[src/rtl/mips8_pkg.sv]
// mips8_pkg: shared constants for the 8-bit MIPS fetch path.
//   PC_W          program-counter / imem address width
//   INSTR_W_DEF   default instruction word width
//   RESET_PC_DEF  default PC after reset
//   PC_INC_DEF    default sequential increment (word-addressed imem)
//   ST_*          fetch controller state encoding
package mips8_pkg;

  localparam int PC_W        = 8;
  localparam int INSTR_W_DEF = 32;

  localparam logic [PC_W-1:0] RESET_PC_DEF = 8'h00;
  localparam logic [PC_W-1:0] PC_INC_DEF   = 8'd1;

  localparam logic [1:0] ST_IDLE  = 2'd0;
  localparam logic [1:0] ST_FETCH = 2'd1;
  localparam logic [1:0] ST_HOLD  = 2'd2;
  localparam logic [1:0] ST_HALT  = 2'd3;

endpackage

[src/rtl/pc_fetch_ctrl_if.sv]
// pc_fetch_ctrl_if: instruction-memory and decode handshake bundle.
//   imem_req/imem_addr -> imem, imem_ack/imem_data <- imem
//   ir/ir_valid -> decode, ir_ready/br_taken/br_off/jmp/jmp_addr <- decode
// master = fetch controller side, slave = imem/decode side.
interface pc_fetch_ctrl_if
  import mips8_pkg::*;
#(
  parameter int INSTR_W = INSTR_W_DEF
);

  logic               imem_req;
  logic [PC_W-1:0]    imem_addr;
  logic               imem_ack;
  logic [INSTR_W-1:0] imem_data;
  logic [INSTR_W-1:0] ir;
  logic               ir_valid;
  logic               ir_ready;
  logic               br_taken;
  logic [PC_W-1:0]    br_off;
  logic               jmp;
  logic [PC_W-1:0]    jmp_addr;

  modport master (
    output imem_req, imem_addr, ir, ir_valid,
    input  imem_ack, imem_data, ir_ready, br_taken, br_off, jmp, jmp_addr
  );

  modport slave (
    input  imem_req, imem_addr, ir, ir_valid,
    output imem_ack, imem_data, ir_ready, br_taken, br_off, jmp, jmp_addr
  );

endinterface

[src/rtl/pc_fetch_fsm.sv]
// pc_fetch_fsm: fetch controller state register and handshake decode.
//   clk, rst_n      clock, async active-low reset
//   start_i         IDLE -> FETCH
//   imem_ack_i      imem data valid (used in FETCH only)
//   ir_ready_i      decode accepts IR (used in HOLD only)
//   halt_req_i      go to HALT after this accept
//   wrap_trap_i     sequential accept would wrap PC (trap build only)
//   fetch_o/hold_o/halt_o   state decodes (from the state flop)
//   capture_o       load IR this cycle
//   accept_o        IR consumed this cycle, PC may update
module pc_fetch_fsm
  import mips8_pkg::*;
(
  input  logic clk,
  input  logic rst_n,
  input  logic start_i,
  input  logic imem_ack_i,
  input  logic ir_ready_i,
  input  logic halt_req_i,
  input  logic wrap_trap_i,
  output logic fetch_o,
  output logic hold_o,
  output logic halt_o,
  output logic capture_o,
  output logic accept_o
);

  logic [1:0] state_q, state_d;

  // Next-state logic; HALT is sticky until reset.
  always_comb begin
    state_d = state_q;
    case (state_q)
      ST_IDLE: begin
        if (start_i) state_d = ST_FETCH;
        else         state_d = ST_IDLE;
      end
      ST_FETCH: begin
        if (imem_ack_i) state_d = ST_HOLD;
        else            state_d = ST_FETCH;
      end
      ST_HOLD: begin
        if (ir_ready_i) begin
          if (halt_req_i || wrap_trap_i) state_d = ST_HALT;
          else                           state_d = ST_FETCH;
        end else begin
          state_d = ST_HOLD;
        end
      end
      ST_HALT: state_d = ST_HALT;
      default: state_d = ST_IDLE;
    endcase
  end

  // State register.
  always_ff @(posedge clk or negedge rst_n) begin
    if (!rst_n) state_q <= ST_IDLE;
    else        state_q <= state_d;
  end

  assign fetch_o   = (state_q == ST_FETCH);
  assign hold_o    = (state_q == ST_HOLD);
  assign halt_o    = (state_q == ST_HALT);
  assign capture_o = fetch_o & imem_ack_i;
  assign accept_o  = hold_o & ir_ready_i;

endmodule

[src/rtl/pc_fetch_ctrl.sv]
// pc_fetch_ctrl: program counter and instruction fetch controller.
//   clk, rst_n        clock, async active-low reset
//   start_i           begin fetching (IDLE only)
//   halt_req_i        halt after the current instruction is accepted
//   bus (master)      imem req/ack fetch port and decode valid/ready port
//   add_a_o/add_b_o   external adder operands (PC, increment or branch offset)
//   add_sum_i/add_co_i external adder result / carry-out
//   pc_o, halted_o, trap_o  status
// Build option: PC_WRAP_TRAP_EN -- a sequential PC wrap from 8'hFF halts with
// TRAP=1 and PC held; without it the PC wraps silently and TRAP is 0.
module pc_fetch_ctrl
  import mips8_pkg::*;
#(
  parameter int              INSTR_W  = INSTR_W_DEF,
  parameter logic [PC_W-1:0] RESET_PC = RESET_PC_DEF,
  parameter logic [PC_W-1:0] PC_INC   = PC_INC_DEF
) (
  input  logic                  clk,
  input  logic                  rst_n,
  input  logic                  start_i,
  input  logic                  halt_req_i,
  pc_fetch_ctrl_if.master       bus,
  output logic [PC_W-1:0]       add_a_o,
  output logic [PC_W-1:0]       add_b_o,
  input  logic [PC_W-1:0]       add_sum_i,
  input  logic                  add_co_i,
  output logic [PC_W-1:0]       pc_o,
  output logic                  halted_o,
  output logic                  trap_o
);

  logic [PC_W-1:0]    pc_q, pc_d;
  logic [INSTR_W-1:0] ir_q, ir_d;
  logic fetch_s, hold_s, halt_s, capture_s, accept_s, wrap_trap_s;

  pc_fetch_fsm u_fsm (
    .clk         (clk),
    .rst_n       (rst_n),
    .start_i     (start_i),
    .imem_ack_i  (bus.imem_ack),
    .ir_ready_i  (bus.ir_ready),
    .halt_req_i  (halt_req_i),
    .wrap_trap_i (wrap_trap_s),
    .fetch_o     (fetch_s),
    .hold_o      (hold_s),
    .halt_o      (halt_s),
    .capture_o   (capture_s),
    .accept_o    (accept_s)
  );

`ifdef PC_WRAP_TRAP_EN
  logic seq_s;
  logic trap_q, trap_d;

  // Carry-out only matters for the plain increment; branch offsets wrap by design.
  assign seq_s       = ~bus.jmp & ~bus.br_taken;
  assign wrap_trap_s = accept_s & seq_s & add_co_i;

  // Trap flag is sticky until reset.
  always_comb begin
    if (wrap_trap_s) trap_d = 1'b1;
    else             trap_d = trap_q;
  end

  // Trap register.
  always_ff @(posedge clk or negedge rst_n) begin
    if (!rst_n) trap_q <= 1'b0;
    else        trap_q <= trap_d;
  end

  assign trap_o = trap_q;
`else
  logic add_co_unused_s;

  assign add_co_unused_s = add_co_i;
  assign wrap_trap_s     = 1'b0;
  assign trap_o          = 1'b0;
`endif

  // Next PC: moves only on accept; a trapping wrap leaves it untouched.
  always_comb begin
    pc_d = pc_q;
    if (accept_s && !wrap_trap_s) begin
      if (bus.jmp) pc_d = bus.jmp_addr;
      else         pc_d = add_sum_i;
    end else begin
      pc_d = pc_q;
    end
  end

  // IR loads on the imem ack while fetching, otherwise holds.
  always_comb begin
    ir_d = ir_q;
    if (capture_s) ir_d = bus.imem_data;
    else           ir_d = ir_q;
  end

  // PC and IR registers.
  always_ff @(posedge clk or negedge rst_n) begin
    if (!rst_n) begin
      pc_q <= RESET_PC;
      ir_q <= {INSTR_W{1'b0}};
    end else begin
      pc_q <= pc_d;
      ir_q <= ir_d;
    end
  end

  assign add_a_o       = pc_q;
  assign add_b_o       = bus.br_taken ? bus.br_off : PC_INC;
  assign bus.imem_req  = fetch_s;
  assign bus.imem_addr = pc_q;
  assign bus.ir        = ir_q;
  assign bus.ir_valid  = hold_s;
  assign pc_o          = pc_q;
  assign halted_o      = halt_s;

endmodule

[src/flat_wrapper.sv]
// flat-port wrapper written by rule: the top's interface ports become plain ports
module pc_fetch_ctrl_flat import mips8_pkg::*;
#(
  parameter int              INSTR_W  = INSTR_W_DEF,
  parameter logic [PC_W-1:0] RESET_PC = RESET_PC_DEF,
  parameter logic [PC_W-1:0] PC_INC   = PC_INC_DEF
)
  (clk, rst_n, start_i, halt_req_i, add_a_o, add_b_o, add_sum_i, add_co_i, pc_o, halted_o, trap_o, bus_imem_req, bus_imem_addr, bus_ir, bus_ir_valid, bus_imem_ack, bus_imem_data, bus_ir_ready, bus_br_taken, bus_br_off, bus_jmp, bus_jmp_addr);
  pc_fetch_ctrl_if #(.INSTR_W(INSTR_W)) bus_i ();
  input  logic clk;
  input  logic rst_n;
  input  logic start_i;
  input  logic halt_req_i;
  output logic [PC_W-1:0] add_a_o;
  output logic [PC_W-1:0] add_b_o;
  input  logic [PC_W-1:0] add_sum_i;
  input  logic add_co_i;
  output logic [PC_W-1:0] pc_o;
  output logic halted_o;
  output logic trap_o;
  output wire logic [$bits(bus_i.imem_req)-1:0] bus_imem_req;
  output wire logic [$bits(bus_i.imem_addr)-1:0] bus_imem_addr;
  output wire logic [$bits(bus_i.ir)-1:0] bus_ir;
  output wire logic [$bits(bus_i.ir_valid)-1:0] bus_ir_valid;
  input wire logic [$bits(bus_i.imem_ack)-1:0] bus_imem_ack;
  input wire logic [$bits(bus_i.imem_data)-1:0] bus_imem_data;
  input wire logic [$bits(bus_i.ir_ready)-1:0] bus_ir_ready;
  input wire logic [$bits(bus_i.br_taken)-1:0] bus_br_taken;
  input wire logic [$bits(bus_i.br_off)-1:0] bus_br_off;
  input wire logic [$bits(bus_i.jmp)-1:0] bus_jmp;
  input wire logic [$bits(bus_i.jmp_addr)-1:0] bus_jmp_addr;
  assign bus_imem_req = bus_i.imem_req;
  assign bus_imem_addr = bus_i.imem_addr;
  assign bus_ir = bus_i.ir;
  assign bus_ir_valid = bus_i.ir_valid;
  assign bus_i.imem_ack = bus_imem_ack;
  assign bus_i.imem_data = bus_imem_data;
  assign bus_i.ir_ready = bus_ir_ready;
  assign bus_i.br_taken = bus_br_taken;
  assign bus_i.br_off = bus_br_off;
  assign bus_i.jmp = bus_jmp;
  assign bus_i.jmp_addr = bus_jmp_addr;
  pc_fetch_ctrl #(.INSTR_W(INSTR_W), .RESET_PC(RESET_PC), .PC_INC(PC_INC)) u_core (.clk(clk), .rst_n(rst_n), .start_i(start_i), .halt_req_i(halt_req_i), .bus(bus_i), .add_a_o(add_a_o), .add_b_o(add_b_o), .add_sum_i(add_sum_i), .add_co_i(add_co_i), .pc_o(pc_o), .halted_o(halted_o), .trap_o(trap_o));
endmodule
[config.mk]
export PLATFORM = sky130hd
export DESIGN_NAME = pc_fetch_ctrl_flat
export DESIGN_NICKNAME = d
export VERILOG_FILES = /design/src/rtl/mips8_pkg.sv /design/src/rtl/pc_fetch_ctrl_if.sv /design/src/rtl/pc_fetch_fsm.sv /design/src/rtl/pc_fetch_ctrl.sv /design/src/flat_wrapper.sv
export SDC_FILE = /design/constraint.sdc
export NUM_CORES = 1
export LEC_CHECK = 0
export CORE_MARGIN = 2
export CORE_UTILIZATION = 35
export CTS_CLUSTER_SIZE = 14
export DETAILED_ROUTE_END_ITERATION = 10
export HOLD_SLACK_MARGIN = 0.12
export PLACE_DENSITY_LB_ADDON = 0.1
export SETUP_SLACK_MARGIN = 0.1
export SLEW_MARGIN = 10
export SYNTH_ARGS = -nofsm -noshare
export SYNTH_HDL_FRONTEND = slang
export SYNTH_SLANG_ARGS = --single-unit
[constraint.sdc]
create_clock -name clk -period 2.7 [get_ports clk]
set_clock_uncertainty 0.2 [all_clocks]
set_input_delay 0.54 -clock clk [delete_from_list [all_inputs] [get_ports clk]]
set_output_delay 0.54 -clock clk [all_outputs]
set_load 0.05 [all_outputs]
# --- After elaboration in Yosys (flattened, before gate mapping) ---
# Cells that the tools add are included.
# Widths: inputs -> output; s select.
word_totals:
  ff_bits: 42
  word_cells: 16
op_classes:
  n_eq_ne: 3
  muxes: 7
  bitwise: 2
  n_reduce_logical: 1
op_table:
  columns: ["op", "count"]
  rows:
  - ["$mux 8", 2]
  - ["$pmux 2 s4", 1]
  - ["$mux 2", 3]
  - ["$eq 2x2->1 const B", 2]
  - ["$and 1x1->1", 2]
  - ["$eq 2x1->1 const B", 1]
  - ["$logic_not 2->1", 1]
  - ["$mux 1", 1]

# --- Longest topological paths before layout ---
# Gate-level depths: netlist (run 1).
depth:
  ltp_word: 3
  depth_mapped: 3
  ltp_nobuf: 2

# --- Cells and area by module ---
# Synthesis (run 1) repeated with hierarchy kept, for this count alone.
unflattened:
  cells_unflattened: 144
  hier_area_um2: 2024.4
modules_own_cells:
  columns: ["mod", "instances", "cells_per_inst", "area_per_inst_um2"]
  rows:
  - ["pc_fetch_ctrl", 1, 129, 1896.8]
  - ["pc_fetch_fsm", 1, 15, 127.6]

# --- Worst setup path before layout (run 1) ---
# No wires, ideal clock.
synth_timing:
  path_type: "reg-to-output"
  from: "register u_core.u_fsm.state_q[0]"
  to: "output port bus_imem_req"
  arrival_time_ns: 1.171
  t_required_ns: 1.960
  slack_ns: 0.789
  stages_incl_launch_ff: 2
  path_buffers: 0
  cell_sequence: "dfrtp_1 -> nor2b_1"
synth_via:
  elab_chain_cells: 1
synth_rtl:
  columns: ["item", "line", "source"]
  rows:
  - ["start, declared", "pc_fetch_fsm.sv:28", "logic [1:0] state_q, state_d;"]
  - ["start signal, assigned", "pc_fetch_fsm.sv:58", "else state_q <= state_d;"]
  - ["$eq 2x1->1", "pc_fetch_fsm.sv:61", "assign fetch_o = (state_q == ST_FETCH);"]
  - ["end, declared", "flat_wrapper.sv:21", "output wire logic [$bits(bus_i.imem_req)-1:0] bus_imem_req;"]
# Every way passes these cells.

# --- Final worst setup path (run 1) ---
layout_timing:
  from: "register u_core.u_fsm.state_q[1]"
  to: "output port bus_ir_valid"
layout_via:
  elab_chain_cells: 1
layout_rtl:
  columns: ["item", "line", "source"]
  rows:
  - ["$eq 2x2->1", "pc_fetch_fsm.sv:62", "assign hold_o = (state_q == ST_HOLD);"]
  - ["end, declared", "flat_wrapper.sv:24", "output wire logic [$bits(bus_i.ir_valid)-1:0] bus_ir_valid;"]
# Every way passes these cells.

==> reports/metrics.yaml, run 1 <==
hold_path:
  worstHoldStart: "u_core.bus.ir[8]"
  worstHoldPathCells: 1
  hp-class: "register to register"
timing:
  period_minus_slack_ps: 2470
  finalHoldViolations: 0
  drv_slew: 0
  finalWorstSetupSlack_ps: 233
  period_share: 0.914
  tns_ps: 0
  max_freq_ghz: 0.405
  finalSetupViolations: 0
  rsz0062_at_grt: "no"
  slew_headroom: 0.632
  worst_pin_slew_ps: 552
grt:
  track_usage: 0.142
  grt_pass1_vias: 1450
  antenna_found_initial: 0
  grt_max_degree: 26
  grt.overflow.total: 0
  grt_pass1_wl_um: 7070
power:
  p_leak_nw: 1.61
  p_switching_mw: 1.03
  clock_power_share: 0.191
  switching_share: 0.400
  comb_power_share: 0.495
  power_density_nw_per_um2: 738
  seqPwrFrac: 0.314
  p_total_mw: 2.58
  p_int_mw: 1.55
  peakVddDrop_v: 0.000343
synth:
  synth.distinct_cells: 16
  ys_async_sr_fraction: 1.00
  netlist_instances: 132
  ys_seq_area_frac: 0.514
  synth.avg_cell_area_um2: 15.5
  synthFlopType: "dfrtp_1"
  ys_ff_latch: 42
  synth_edf_count: 0
  synth_area_um2: 2040
  synth_nets: 197
  yosys_warnings: 0
setup_path:
  cp.arrival_ps: 1730
  reg2reg_from: "u_core.u_fsm.state_q[0]"
  critPathMaxStageDelay_ps: 830
  critical_path_cell_count: 3
  path_cells: "inv_1 -> nor2_1 -> clkdlybuf4s50_1"
  critPathKind: "register to primary output"
  cp-end-kind: "primary output"
  reg2reg_depth: 2
  cp_slowest_cell: "clkdlybuf4s50_1"
  path_buf_inv: 2
  required_ps: 1960
  worstSetupStartpointType: "register"
  critPathLaunch: "u_core.u_fsm.state_q[1]"
  cp_max_fo: 7
  critPathTopFamily: "buffers and inverters"
outcome:
  status: "completed"
final_layout:
  final_common_cell: "clkdlybuf4s50_1"
  utilization: 0.626
  fin_nets: 316
  drive_gt1_frac: 0.275
  final_cell_area_um2: 3490
  syn2layout_area_growth_pct: 70.8
  antenna_cells: 0
  most-common-layout-cells: "clkdlybuf4s50_1 (121), dfrtp_1 (42), mux2_4 (37), mux2_2 (12), buf_12 (9)"
route:
  wl_met1_um: 1790
  top_layer: "met4"
  wire_per_inst_um: 14.1
  antenna_left: 0
  drtIter0Drc: 21
  met3_length_um: 464
  routed_wl_um: 4550
  dr_wl_met2_um: 2280
  via_count: 1421
  via_per_inst: 4.40
  first_pass_iters: 3
  drc: 0
clocking:
  cts.repair.resized: 0
  clock-sinks: 42
  path_clk_slew_ps: 70
  cts_root_buffer: "clkbuf_8"
  clk_latency_ps: 280
  post-cts-setup-buffers: 0
  tritoncts: "done"
  hold_buffers: 1
  cts_made_buffers: 5
  h-tree-depth: 2
  max-clock-path-buffers: 2
die:
  rows: 27
  fp.dieW_um: 80.4
  start_util: 0.367
  ios: 133
  die_area_um2: 6470
  coreArea_um2: 5570
  die_h_um: 80.4
place:
  place.gp.congestion: 0.678
  dpl-instance-area_um2: 3370
  preCtsSetupSlack_ps: 488
  io_buffer_count: 130
  dp_hpwl_um: 3620
job:
  maxCapViolCount: 0
[registers in the layout (all words and copies together), names as in the netlist]
name and cells:
u_core.u_fsm.state_q 2, u_core.bus.ir 32, u_core.add_a_o 8
[cell usage after synthesis (all sizes together), types with 2 or more instances]
cell   number  area (µm²)
mux2       49         691
dfrtp      42        1050
buf        21         173
and2        8        50.1
nor2b       2        12.5
o21ai       2        10.0
[power by group through the flow]
stage	combinational, mW	clock, mW	sequential (mW)
2_1_floorplan	0.506	0	1.19
3_3_place_gp	1.28	0	0.818
3_5_place_dp	1.28	0	0.818
4_1_cts	1.29	0.511	0.811
5_1_grt	1.32	0.538	0.826
6_report	1.28	0.492	0.809
[routing by layer]
layer	track usage	vias to the layer above
met5	0	-
met4	0.0305	0
met3	0.0506	2
met2	0.239	75
met1	0.175	674
li1	-	670
[final timing paths]
path,slack [ps],to
max in group asynchronous,1060,u_core.add_a_o[2]
hold reg to reg,310,u_core.bus.ir[8]
setup / recovery,230,bus_ir_valid
min in group asynchronous,580,u_core.add_a_o[3]
setup reg to reg,1000,u_core.add_a_o[7]
hold / removal,310,u_core.bus.ir[8]
[layout make-up]
class                           instances  area (µm²)
Clock buffer                            6        82.6
Timing Repair Buffer                  134        1420
Tap cell                               72        90.1
Fill cell                             467        2080
Clock inverter                          1        30.0
Multi-Input combinational cell         67         813
Inverter                                1        3.75
Sequential cell                        42        1050
[stage by stage]
step,hold slack (ps),instances
6_report,309,323
5_1_grt,327,323
4_1_cts,313,323
3_5_place_dp,291,315
3_3_place_gp,291,315
2_1_floorplan,44.4,132
[worst reg2reg max path, delay by kind of cell, from the launching register on]
kind             cells  cell delay, ps
and+or+nand+nor      1             580
muxes                1             350
DFF                  1             460
[cells by family (layout without fill, tap and decap cells)]
family / count (synthesis) / after routing / share of synthesized area
AOI/OAI and AO/OA: 3 / 3 / 0.00857
other: 1 / 1 / 0.00183
buffers and inverters: 23 / 142 / 0.0881
muxes: 49 / 49 / 0.338
DFF: 42 / 42 / 0.514
and+or+nand+nor: 14 / 14 / 0.0496
Note: power is estimated with default switching activity, not from simulation.
==> run 2, diff against run 1 <==
CELL_PAD_IN_SITES_DETAIL_PLACEMENT = 1   (was default)
CELL_PAD_IN_SITES_GLOBAL_PLACEMENT = 1   (was default)
CORE_UTILIZATION = 29   (was 35)
==> run 2 against run 1 <==
Effect of this change:
- highest routed layer unchanged
- flip-flop and latch count unchanged
- cell count up 7.7%
- clock power up 7.3%
- maximum frequency down 1.9%
==> reports/metrics.yaml, run 2 (synthesis results as in run 1) <==
route:
  first_pass_iters: 3  # unchanged
  routed_wl_um: 5110  # +12%
  wire_per_inst_um: 14.7  # +4.2%
  drtIter0Drc: 23  # +9.5%
  via_per_inst: 4.15  # -5.7%
  antenna_left: 0  # unchanged
  via_count: 1443  # +1.5%
  drc: 0  # unchanged
job:
  maxCapViolCount: 0  # unchanged
die:
  fp.dieW_um: 88.0  # +9.4%
  die_h_um: 88.0  # +9.4%
  start_util: 0.301  # -0.0659
  rows: 30  # +11%
  die_area_um2: 7740  # +20%
  ios: 133  # unchanged
  coreArea_um2: 6790  # +22%
setup_path:
  rrSetupSlack_ps: 960  # -40 ps
  path_cells: "nor2b_1 -> clkdlybuf4s50_1"
  worstSetupStartpointType: "register"
  crit_path_end: "bus_imem_req"
  path_buf_inv: 1  # -1
  timing.rr.end: "u_core.add_a_o[0]"
  critPathMaxStageDelay_ps: 840  # about the same
  cp_slowest_cell: "clkdlybuf4s50_1"
  critical_path_cell_count: 2  # -1
  reg2reg_from: "u_core.u_fsm.state_q[0]"
  critPathKind: "register to primary output"
  cp_max_fo: 7  # unchanged
  required_ps: 1960  # about the same
  critPathTopFamily: "buffers and inverters"
  cp.arrival_ps: 1780  # +50 ps
  critPathLaunch: "u_core.u_fsm.state_q[0]"
  cp-end-kind: "primary output"
  reg2reg_depth: 2  # unchanged
timing:
  period_share: 0.932  # +0.0181
  max_freq_ghz: 0.398  # -1.9%
  slew_headroom: 0.618  # -0.0136
  finalHoldViolations: 0  # unchanged
  finalSetupViolations: 0  # unchanged
  tns_ps: 0  # unchanged
  rsz0062_at_grt: "no"
  period_minus_slack_ps: 2520  # +48.9 ps
  worst_pin_slew_ps: 572  # +20.3 ps
  drv_slew: 0  # unchanged
power:
  switching_share: 0.415  # +0.0143
  comb_power_share: 0.489  # -0.006
  power_density_nw_per_um2: 740  # +0.25%
  p_int_mw: 1.53  # -0.80%
  clock_power_share: 0.202  # +0.011
  p_switching_mw: 1.09  # +5.2%
  seqPwrFrac: 0.309  # -0.005
  p_leak_nw: 1.61  # +0.22%
  peakVddDrop_v: 0.000300  # -13%
final_layout:
  drive_gt1_frac: 0.278  # +0.00288
  fin_nets: 316  # unchanged
  final_common_cell: "clkdlybuf4s50_1"
  largest_register_ffs: 32  # unchanged
  fin_cells: 348  # +7.7%
  utilization: 0.521  # -0.105
  most-common-layout-cells: "clkdlybuf4s50_1 (121), dfrtp_1 (42), mux2_4 (37), mux2_2 (12), buf_12 (10)"
  antenna_cells: 0  # unchanged
  syn2layout_area_growth_pct: 73.1
grt:
  grt_max_degree: 23  # -12%
  track_usage: 0.132  # -0.0103
  grt.overflow.total: 0  # unchanged
  grt_pass1_vias: 1450  # unchanged
  antenna_found_initial: 0  # unchanged
  grt_pass1_wl_um: 7750  # +9.7%
clocking:
  clock-sinks: 42  # unchanged
  max-clock-path-buffers: 2  # unchanged
  h-tree-depth: 2  # unchanged
  clk_latency_ps: 300  # +20 ps
  cts_made_buffers: 5  # unchanged
  cts_root_buffer: "clkbuf_8"
  tritoncts: "done"
  path_clk_slew_ps: 90  # +20 ps
place:
  dp_cells: 339  # +7.6%
  place.gp.congestion: 0.671  # -1.1%
  io_buffer_count: 130  # unchanged
  dp_hpwl_um: 3950  # +8.9%
outcome:
  status: "completed"
hold_path:
  hp-class: "register to register"
run 2: cell types whose count changed in the layout (fill, tap and decap cells not counted), sizes merged:
cell / previous run / this run
clkbuf: 6 / 5
clkinvlp: 0 / 1
inv: 1 / 2
run 2: layout make-up:
| class | instances | area [µm²] |
|---|---|---|
| Clock buffer | 5 | 68.8 |
| Clock inverter | 3 | 48.8 |
| Fill cell | 672 | 3250 |
| Inverter | 1 | 3.75 |
| Multi-Input combinational cell | 67 | 813 |
| Sequential cell | 42 | 1050 |
| Tap cell | 96 | 120 |
| Timing Repair Buffer | 134 | 1430 |
run 2: layer usage:
layer / vias to the layer above / track usage / wire, µm
met2: 76 / 0.205 / 2380
li1: 665 / - / -
met4: 0 / 0.0378 / 47
met5: - / 0 / 0
met1: 696 / 0.165 / 2150
met3: 6 / 0.0594 / 537
run 2: how the worst min path moves through the flow:
stage,startpoint,end,slack [ps],cells past startpoint
2_1_floorplan,rst_n,u_core.add_a_o[0],40,0
3_3_place_gp,u_core.bus.ir[8],u_core.bus.ir[8],290,1
3_5_place_dp,u_core.bus.ir[20],u_core.bus.ir[20],290,1
4_1_cts,u_core.bus.ir[24],u_core.bus.ir[24],320,1
5_1_grt,u_core.bus.ir[5],u_core.bus.ir[5],330,1
6_report,u_core.bus.ir[24],u_core.bus.ir[24],320,1
run 2: repair_timing:
| item | CTS | global route |
|---|---|---|
| buffers inserted | 0 | 0 |
| endpoints found under the hold margin | 20 | 0 |
| resized for setup | 0 | 0 |
| hold buffers | 1 | 0 |
run 2: stage by stage:
step | cell area (µm²) | hold slack, ps | setup WS (ps) | total power, mW
3_3_place_gp | 3410 | 289 | 455 | 2.10
2_1_floorplan | 2040 | 44.4 | 789 | 1.69
3_5_place_dp | 3410 | 294 | 444 | 2.11
4_1_cts | 3540 | 319 | 161 | 2.66
5_1_grt | 3540 | 333 | 102 | 2.73
6_report | 3540 | 316 | 184 | 2.62
run 2: power by group through the flow:
stage	Clock, mW	Combinational [mW]	Sequential (mW)
after CTS	0.555	1.29	0.812
after global placement	0	1.28	0.819
after floorplan	0	0.506	1.19
after detailed placement	0	1.29	0.821
after global routing	0.581	1.33	0.825
final	0.528	1.28	0.809
==> RTL change 1: new RTL, config.mk and constraints of run 2 <==
Set the package constant `INSTR_W_DEF` to 48 (it was 32).
--- a/src/rtl/mips8_pkg.sv
+++ b/src/rtl/mips8_pkg.sv
@@ -7,7 +7,7 @@
 package mips8_pkg;
 
   localparam int PC_W        = 8;
-  localparam int INSTR_W_DEF = 32;
+  localparam int INSTR_W_DEF = 48;
 
   localparam logic [PC_W-1:0] RESET_PC_DEF = 8'h00;
   localparam logic [PC_W-1:0] PC_INC_DEF   = 8'd1;
Ports: changed (resized bus_imem_data and bus_ir); port bits go from 133 to 165. The function was not compared with the original's and may differ.
==> RTL change 1 against run 2 <==
Setup slack improved by 0.0056 ns. Synthesized area increased by 23%. Fmax increased by 0.22%. Sequential share of layout area increased by 3.0 points. Total power increased by 31%. Sequential cell count increased by 16. Register-to-register slack got worse by 0.02 ns. Final area increased by 26%. Routed wire length increased by 31%.
==> RTL change 1: results (changes against run 2) <==
| Metric | Value |
|---|---|
| Outcome | completed |
| H-tree level count | 3 (+1) |
| Drt pass-1 iters | 4 (+1) |
| Mux share of post-synthesis cell area | 0.304 (-0.0336) |
| Compound-cell area share of the yosys netlist | 0.00696 (-0.00161) |
| Tightest Pin Transition | 0.543 ns (-0.0295 ns) |
| Clk pin slew, worst setup/hold paths | 0.06 ns (-0.03 ns) |
| Fillers | 838 (+25%) |
| Num CTS Buffers | 9 (+4) |
| GRT Util Overall | 0.145 (+0.0134) |
| HP Class | reg2reg |
| Final #Nets | 402 (+27%) |
| Final Wtd Congestion | 0.768 (+15%) |
| Clk buf depth | 2 (unchanged) |
| Peak supply drop | 0.445 mV (+48%) |
| Drt initial violations | 11 (-52%) |
| R2r setup slk | 0.94 ns (-0.02 ns) |
| Seq/Total Area, Yosys | 0.577 (+0.0625) |
| Max reg flops | 48 (+50%) |
| I/O Buffers | 162 (+25%) |
| Dpl hpwl | 5080 um (+29%) |
| Pin count of the biggest net entering global routing | 59 (+160%) |
| Via/cell ratio | 4.37 (+5.4%) |
| Static Leak | 0.00201 uW (+24%) |
| Postcts setup bufs | 0 (unchanged) |
| Arrival @ worst endpoint | 1.77 ns |
| Avg WL per Cell | 15.5 um (+5.7%) |
| Synth top area cells | dfrtp_1 (58%), mux2_2 (25%), mux2_4 (5.4%), buf_4 (5.1%), and2_1 (2.0%) |
| First-pass GRT wire length | 10,800 um (+40%) |
| Syn nets | 247 (+25%) |
| Synth unique cells | 17 (+1) |
| Share of layout cells above drive strength 1 | 0.285 (+0.00750) |
| Top post-synthesis cells by count | dfrtp_1 (58), mux2_2 (56), buf_4 (17) |
| Vias in the first global route | 2,056 (+42%) |
| Worst skew pair latency | 0.32 ns (+0.02 ns) |
[RTL change 1: report_power, final]
part,total (uW),internal [uW],switching (uW)
Sequential,1100,1010,86.9
Clock,807,477,330
Combinational,1520,582,935
Total,3420,2070,1350
[RTL change 1: worst paths after layout]
path,start,end,depth (start not counted)
setup / recovery,u_core.u_fsm.state_q[0]$_DFF_PN0_,bus_imem_req,2
hold / removal,u_core.bus.ir[9]$_DFFE_PN0P_,u_core.bus.ir[9]$_DFFE_PN0P_,1
setup reg to reg,u_core.u_fsm.state_q[1]$_DFF_PN0_,u_core.bus.ir[33]$_DFFE_PN0P_,3
hold reg to reg,u_core.bus.ir[9]$_DFFE_PN0P_,u_core.bus.ir[9]$_DFFE_PN0P_,1
max in group asynchronous,rst_n,u_core.add_a_o[2]$_DFFE_PN0P_,3
min in group asynchronous,rst_n,u_core.bus.ir[41]$_DFFE_PN0P_,3
[RTL change 1: final cells by class]
cell class	instances	area share
Timing Repair Buffer	168	0.399
Sequential cell	58	0.327
Multi-Input combinational cell	83	0.200
Clock buffer	14	0.0366
Tap cell	105	0.0296
Clock inverter	2	0.00788
Inverter	1	0.000845
[RTL change 1: timing repair]
action	4_1_cts	5_1_grt
resized for setup	0	1
endpoints found under the setup margin	0	1
hold buffers	1	0
endpoints found under the hold margin	58	0
[RTL change 1: worst max-delay path, cell delays in order, from the launching register on]
cell and delay [ns]:
dfrtp_1 0.46, nor2b_1 0.17, clkdlybuf4s50_1 0.81
[RTL change 1: cells by family after synthesis]
kind of cell           count (synthesis)
other                                  1
DFF                                   58
buffers and inverters                 25
and+or+nand+nor                       14
AOI/OAI and AO/OA                      3
muxes                                 65
[RTL change 1: per-layer routing]
| metal | GRT usage | routed length (um) | share of wire |
|---|---|---|---|
| met5 | 0 | 0 | 0 |
| met4 | 0.0520 | 82 | 0.012 |
| met3 | 0.0554 | 575 | 0.086 |
| met2 | 0.244 | 3390 | 0.51 |
| met1 | 0.169 | 2640 | 0.40 |
[RTL change 1: through the flow]
step                total power, uW  area (um2)  hold slack [ns]  setup slack (ns)  std cells
finish                         3420        4440            0.301             0.190        431
global route                   3570        4440            0.317             0.117        431
CTS                            3460        4440            0.308             0.155        431
detailed placement             2640        4230            0.296             0.401        414
global placement               2630        4230            0.287             0.394        414
floorplan                      2110        2520           0.0444             0.789        166
==> RTL change 2: new RTL, config.mk and constraints of run 2 <==
Without the edit above. Add a define of `PC_WRAP_TRAP_EN`.
--- a/src/rtl/pc_fetch_ctrl.sv
+++ b/src/rtl/pc_fetch_ctrl.sv
@@ -8,6 +8,8 @@
 //   pc_o, halted_o, trap_o  status
 // Build option: PC_WRAP_TRAP_EN -- a sequential PC wrap from 8'hFF halts with
 // TRAP=1 and PC held; without it the PC wraps silently and TRAP is 0.
+`define PC_WRAP_TRAP_EN
+
 module pc_fetch_ctrl
   import mips8_pkg::*;
 #(
Check against the original RTL: not equivalent (Yosys sat finds a counterexample within 4 cycles, from zero or initial values and one cycle with rst_n low).
==> RTL change 2 against run 2 <==
Sequential cell count increased by 1. Synthesized area decreased by 5.9%. Routed wire length decreased by 2.3%. Synthesized cell count unchanged. Via count increased by 3.3%. Global-route usage increased by 0.97 points. Setup slack improved by 0.049 ns. Sequential share of layout area increased by 1.7 points. Hold slack got worse by 0.038 ns. Fmax increased by 2.0%. Final area decreased by 3.1%. Utilization increased by 1.6 points.
Power is not compared: it rests on default switching activity, and its combinational part moved more than twofold at a synthesized area within 25%.
==> RTL change 2: results (changes against run 2) <==
| Metric | Value |
|---|---|
| Outcome | completed |
| Pin count of the biggest net entering global routing | 23 (unchanged) |
| I/O Buffers | 132 (+1.5%) |
| Mux share of post-synthesis cell area | 0.286 (-0.0517) |
| Launch point of the critical path | u_core.u_fsm.state_q[1]$_DFF_PN0_ |
| Synth unique cells | 15 (-1) |
| Compound-cell area share of the yosys netlist | 0.0137 (+0.00509) |
| Worst R2R Start | u_core.u_fsm.state_q[1]$_DFF_PN0_ |
| Vias in the first global route | 1,584 (+9.2%) |
| Post-CTS sizing | 1 (+1) |
| Dpl hpwl | 3930 um (-0.57%) |
| Wl on met1 | 2020 um (-5.7%) |
| YS warnings | 0 (unchanged) |
| GRT Util Overall | 0.142 (+0.00974) |
| Worst path max stage delay | 0.82 ns (-0.02 ns) |
| Share of layout cells above drive strength 1 | 0.279 (+0.00129) |
| Via count | 1,491 (+3.3%) |
| Routed met3 length | 488 um (-9.1%) |
| Top post-synthesis cells by count | mux2_2 (48), dfrtp_1 (43), buf_4 (20) |
| Avg WL per Cell | 14.9 um (+1.4%) |
| Final #Nets | 322 (+1.9%) |
| Drt initial violations | 19 (-17%) |
| Initial antenna violation count | 0 (unchanged) |
| Critical Path End | bus_ir_valid |
| Synth top area cells | dfrtp_1 (56%), mux2_2 (28%), buf_4 (7.8%), and2_1 (2.6%), nor4b_4 (1.2%) |
| HP Start | u_core.trap_o$_DFFE_PN0P_ |
| First-pass GRT wire length | 8070 um (+4.2%) |
| Met3 Usage GRT | 0.0593 (about the same) |
| Met2 WL | 2410 um (+1.3%) |
| Worst reg2reg path endpoint | u_core.bus.ir[17]$_DFFE_PN0P_ |
| Met2 usage | 0.233 (+0.0277) |
| Arrival @ worst endpoint | 1.73 ns (-0.05 ns) |
| Hold endpoint | u_core.trap_o$_DFFE_PN0P_ |
| R2R cell count | 4 (+2) |
[RTL change 2: per-stage QoR]
| stage | total power, uW | instance area, um2 | worst slack (ns) | cells | hold slack [ns] |
|---|---|---|---|---|---|
| finish | 4890 | 3430 | 0.233 | 335 | 0.278 |
| global route | 5110 | 3430 | 0.123 | 335 | 0.318 |
| CTS | 4950 | 3430 | 0.193 | 335 | 0.286 |
| detailed placement | 4480 | 3320 | 0.259 | 326 | 0.267 |
| global placement | 4460 | 3320 | 0.295 | 326 | 0.260 |
| floorplan | 3480 | 1920 | 0.740 | 132 | 0.0444 |
[RTL change 2: final cells by class]
class | instances | area, um2 | area share
clock inverters | 1 | 7.51 | 0.00219
flip-flops and latches | 43 | 1080 | 0.314
clock buffers | 7 | 96.3 | 0.0281
inverters | 2 | 7.51 | 0.00219
repair buffers | 138 | 1460 | 0.424
well taps | 77 | 96.3 | 0.0281
multi-input cells | 67 | 691 | 0.201
